File: config.mk
export PLATFORM = sky130hd
export DESIGN_NAME = seg7_hex_scan
export DESIGN_NICKNAME = d
export VERILOG_FILES = /design/src/rtl/seg7_hex_scan.sv
export SDC_FILE = /design/constraint.sdc
export NUM_CORES = 1
export LEC_CHECK = 0
export CORE_MARGIN = 2
export CORE_UTILIZATION = 48
export CTS_BUF_LIST = sky130_fd_sc_hd__clkbuf_16
export CTS_CLUSTER_DIAMETER = 30
export DETAILED_ROUTE_END_ITERATION = 8
export PLACE_DENSITY = 0.78
export SLEW_MARGIN = 0
export SYNTH_ARGS = -nofsm -noshare
export SYNTH_HDL_FRONTEND = slang
export SYNTH_SLANG_ARGS = --single-unit
File: constraint.sdc
create_clock -name clk -period 2.7 [get_ports clk]
set_input_delay 0.54 -clock clk [delete_from_list [all_inputs] [get_ports clk]]
set_output_delay 0.54 -clock clk [all_outputs]
set_load 0.005 [all_outputs]
File: src/rtl/seg7_hex_scan.sv
// Four-digit common-anode hex display scanner with per-frame snapshot,
// optional leading-zero blanking and per-digit decimal points.
module seg7_hex_scan #(
    parameter int DIV      = 100000,
    parameter int DIV_W    = 17,
    parameter bit BLANK_LZ = 1'b1
) (
    input  logic        clk,
    input  logic        reset,
    input  logic [15:0] value,
    input  logic [3:0]  dp,
    input  logic        enable,
    output logic [3:0]  an,
    output logic [6:0]  seg,
    output logic        dp_n,
    output logic        frame
);

    localparam logic [DIV_W-1:0] DIV_LAST = DIV_W'(DIV - 1);

    logic [DIV_W-1:0] div_cnt;
    logic [1:0]       idx;
    logic [15:0]      shadow_val;
    logic [3:0]       shadow_dp;

    logic        tick;
    logic        load;
    logic [15:0] upper;
    logic [3:0]  nib;
    logic        blank;
    logic [3:0]  an_sel;

    function automatic logic [6:0] decode(input logic [3:0] n);
        case (n)
            4'h0:    decode = 7'h40;
            4'h1:    decode = 7'h79;
            4'h2:    decode = 7'h24;
            4'h3:    decode = 7'h30;
            4'h4:    decode = 7'h19;
            4'h5:    decode = 7'h12;
            4'h6:    decode = 7'h02;
            4'h7:    decode = 7'h78;
            4'h8:    decode = 7'h00;
            4'h9:    decode = 7'h10;
            4'hA:    decode = 7'h08;
            4'hB:    decode = 7'h03;
            4'hC:    decode = 7'h46;
            4'hD:    decode = 7'h21;
            4'hE:    decode = 7'h06;
            default: decode = 7'h0E;
        endcase
    endfunction

    // upper holds nibbles idx..3 shifted down, so its low nibble is the digit
    // and a zero value means everything from this digit leftwards is zero.
    always_comb begin
        tick   = (div_cnt == DIV_LAST);
        load   = tick && (idx == 2'd3);
        upper  = shadow_val >> {idx, 2'b00};
        nib    = upper[3:0];
        blank  = BLANK_LZ && (idx != 2'd0) && (upper == 16'd0) && !shadow_dp[idx];
        an_sel = 4'hF;
        an_sel[idx] = 1'b0;
    end

    always_ff @(posedge clk) begin
        if (reset) begin
            div_cnt    <= '0;
            idx        <= 2'd0;
            shadow_val <= 16'h0000;
            shadow_dp  <= 4'h0;
            frame      <= 1'b0;
            an         <= 4'hF;
            seg        <= 7'h7F;
            dp_n       <= 1'b1;
        end else begin
            div_cnt <= tick ? '0 : div_cnt + 1'b1;
            if (tick)
                idx <= idx + 2'd1;
            if (load) begin
                shadow_val <= value;
                shadow_dp  <= dp;
            end
            frame <= load;
            if (!enable || blank) begin
                an   <= 4'hF;
                seg  <= 7'h7F;
                dp_n <= 1'b1;
            end else begin
                an   <= an_sel;
                seg  <= decode(nib);
                dp_n <= ~shadow_dp[idx];
            end
        end
    end

endmodule
==> results.tsv <==
stage	metric	value	unit
status	status	completed	
yosys	synth_fp_nets	297	
worst_setup_path	r2r-start	idx[0]$_SDFFE_PP0P_	
power	pwr-share-clk	0.416	
global_routing	gr-usage-all-layers	0.198	
global_routing	grt_pass1_vias	1898	
power	ir_drop	0.000300	V
final_layout	fin_util	0.617	
yosys	synth_area_leaders	dfxtp_1 43%, nand3_1 5.6%, a21oi_1 5.4%, ha_1 5.2%, o21ai_0 5.0%	
place	gp_congestion	0.867	
yosys	synth_top_area_cell	dfxtp_1	
routing	wl_per_cell	14.0	um
power	netSwitchingFraction	0.207	
worst_setup_path	r2r-end	seg[5]$_SDFF_PP1_	
final_layout	seq_area	1040	um^2
die	die-area	5630	um^2
global_routing	busiest_layer	met2	
clocking	insertion_delay	0.29	ns
die	dieHeight	75	um
worst_setup_path	worstSetupEndpointType	flop	
final_layout	fillers	410	
routing	routed_via_density	5.48	
place	hpwl	3.62	mm
routing	antenna_left	0	
final_layout	n_antenna_cell	0	
yosys	synth_area	2420	um^2
yosys	synth_top_area_share	0.430	
yosys	syn_avg_cell_area	9.17	um^2
min_path	holdPathEnd	shadow_dp[2]$_SDFFE_PP0P_	
min_path	hold_class	flop to flop	
sta	slew_violations	0	
sta	fmax	398	MHz
place	numPortBuffers	35	
yosys	async_flop_share	0	
global_routing	grt_max_degree	27	
power	power.density	495	nW/um^2
worst_setup_path	crit_chain	mux4_1 > inv_1 > ha_1 > or4b_2 > a211oi_2 > o2bb2ai_2 > o211ai_1	
worst_setup_path	r2r_cells	7	
global_routing	met1_usage	0.242	
routing	num_vias	1995	
clocking	post_cts_buffers	0	
yosys	ys_seq_elements	52	
sta	hold_viol	0	
clocking	cts_max_level	2	
routing	drt_wl_total	5.11	mm
yosys	post-synth-top-count-cell	dfxtp_1	
die	rows	25	
yosys	synth_edf_count	0	
worst_setup_path	required	2.92	ns
power	intPower	1160	uW
worst_setup_path	startpoint	idx[0]$_SDFFE_PP0P_	
power	p_sw	303	uW
sta	skew	0.00507	ns
routing	drt_drc_violations_left	0	
global_routing	grt_pass1_wl	8.53	mm
die	core	4790	um^2
final_layout	drive_gt1_frac	0.0909	
sta	tns	0	ns
yosys	synthCells	264	
flow_run	drv_cap	0	
die	io_pins	36	
yosys	ys_seq_area_frac	0.430	
global_routing	grt_antenna_before_repair	0	
clocking	clockRootBuffer	clkbuf_16	
min_path	worstHoldStart	shadow_dp[2]$_SDFFE_PP0P_	
global_routing	met3_usage	0.0348	
sta	fin_crit_sh	0.930	
yosys	synth_top_cells_by_count	52 x dfxtp_1, 27 x nand3_1, 26 x a21oi_1	
clocking	clock_sinks	52	
power	leakage	0.00101	uW
final_layout	syn2layout_area_growth	22.0	%
routing	firstDrtPassIters	4	
clocking	cts_buffers	5	
worst_setup_path	cpPeakStageDelay	0.60	ns
clocking	cts.clk_slew.worst_paths	0.07	ns
clocking	cts_tree	built	
worst_setup_path	critPathMaxFanout	11	
sta	min_period	2.51	ns
yosys	synth_flop_cell	dfxtp_1	
die	initial_core_util	0.506	
worst_setup_path	cp.arrival	2.73	ns
min_path	hold-path-cell-count	2	
worst_setup_path	slowest_stage	or4b_2	
global_routing	overflow	0	
yosys	yosysUniqueCellTypes	42	
yosys	yosysWarnings	0	
worst_setup_path	r2r_slack	0.19	ns
worst_setup_path	critical_path_class	flop to flop	
final_layout	final_nets	329	
die	fp.dieW	75	um
sta	setup_viol	0	
routing	drtIter0Drc	86	
worst_setup_path	start_kind	flop	
global_routing	met2_usage	0.348	
sta	worst_slew_pin_slew	0.498	ns
power	seq_power_share	0.535	
clocking	cts.path.max_buffers	2	
sta	rsz0062_at_grt	no	
power	combPwrFrac	0.049	
final_layout	multi_input_area	1250	um^2
sta	final.hold.worst_slack	0.476	ns
sta	relSlewSlack	0.668	
==> worst max-delay path by stage <==
stage          slack (ns)  cells after the start           endpoint
6_report             0.19                      7  seg[5]$_SDFF_PP1_
5_1_grt              0.03                      7  seg[5]$_SDFF_PP1_
4_1_cts              0.09                      7  seg[5]$_SDFF_PP1_
3_5_place_dp        0.005                      7  seg[5]$_SDFF_PP1_
3_3_place_gp         0.09                      7  seg[5]$_SDFF_PP1_
2_1_floorplan        0.15                      9  seg[5]$_SDFF_PP1_
==> critical path: cells and delay by family (launching register included) <==
kind	cells	cell delay (ns)
buf+inv	1	0.12
mux	1	0.59
simple gates	1	0.60
fa+ha+maj	1	0.19
flops	1	0.41
compound gates	3	0.53
==> per-layer routing <==
| layer | wire length, um | vias to the layer above | part of all wire |
|---|---|---|---|
| li1 | - | 1008 | - |
| met1 | 2270 | 955 | 0.44 |
| met2 | 2620 | 25 | 0.51 |
| met3 | 148 | 7 | 0.029 |
| met4 | 70 | 0 | 0.014 |
| met5 | 0 | - | 0 |
==> kinds of logic (layout without fill, tap and decap cells) <==
kind of cell,Yosys count,after routing,synth area share
AO/OA/AOI/OAI,62,62,0.149
XOR/XNOR,12,12,0.0434
adder cells (fa/ha/maj),10,10,0.0517
buffers and inverters,26,59,0.0569
flip-flops,52,52,0.430
multiplexers,9,9,0.0652
AND/OR/NAND/NOR,93,93,0.204
==> layout by cell type, fill, tap and decap left out, types with 3 or more instances in the layout <==
cell type / instances
dfxtp_1: 51
clkdlybuf4s50_1: 35
nand3_1: 27
a21oi_1: 26
o21ai_0: 24
nor2_1: 19
nand2_1: 14
ha_1: 10
inv_1: 8
buf_4: 8
nand4_1: 7
xnor2_1: 6
xor2_1: 6
clkbuf_16: 5
mux4_2: 4
nand2b_1: 4
or3_1: 4
nor4_1: 3
o211ai_1: 3
and4_1: 3
mux2i_1: 3
==> through the flow <==
stage	power [uW]	std cells	cell area, um^2	worst slack [ns]
4_1_cts	1470	364	2950	0.0943
5_1_grt	1510	364	2950	0.0326
6_report	1460	364	2950	0.189
2_1_floorplan	823	264	2420	0.145
3_3_place_gp	871	356	2810	0.0872
3_5_place_dp	872	356	2810	0.00543
==> sequential cells by signal (all words and copies together), names as in the netlist <==
signal	flops
shadow_val	16
seg	7
frame	1
dp_n	1
shadow_dp	4
div_cnt	17
an	4
idx	2
==> power groups by stage <==
stage	Combinational [uW]	Sequential [uW]	Clock (uW)
floorplan	23.6	800	0
global placement	71.8	800	0
detailed placement	71.8	800	0
CTS	72.9	782	618
global route	79.8	783	643
finish	71.8	782	609
==> area by class of cell <==
class	instances	share of cell area
Multi-Input combinational cell	186	0.422
Sequential cell	52	0.353
Clock inverter	3	0.00466
Timing Repair Buffer	43	0.139
Inverter	8	0.0102
Clock buffer	5	0.0424
Tap cell	67	0.0284
==> what timing repair did <==
item | in CTS | in global routing
setup endpoints to repair | 6 | 11
resized for setup | 1 | 1
hold buffers | 0 | 0
Note: power is estimated with default switching activity, not from simulation.
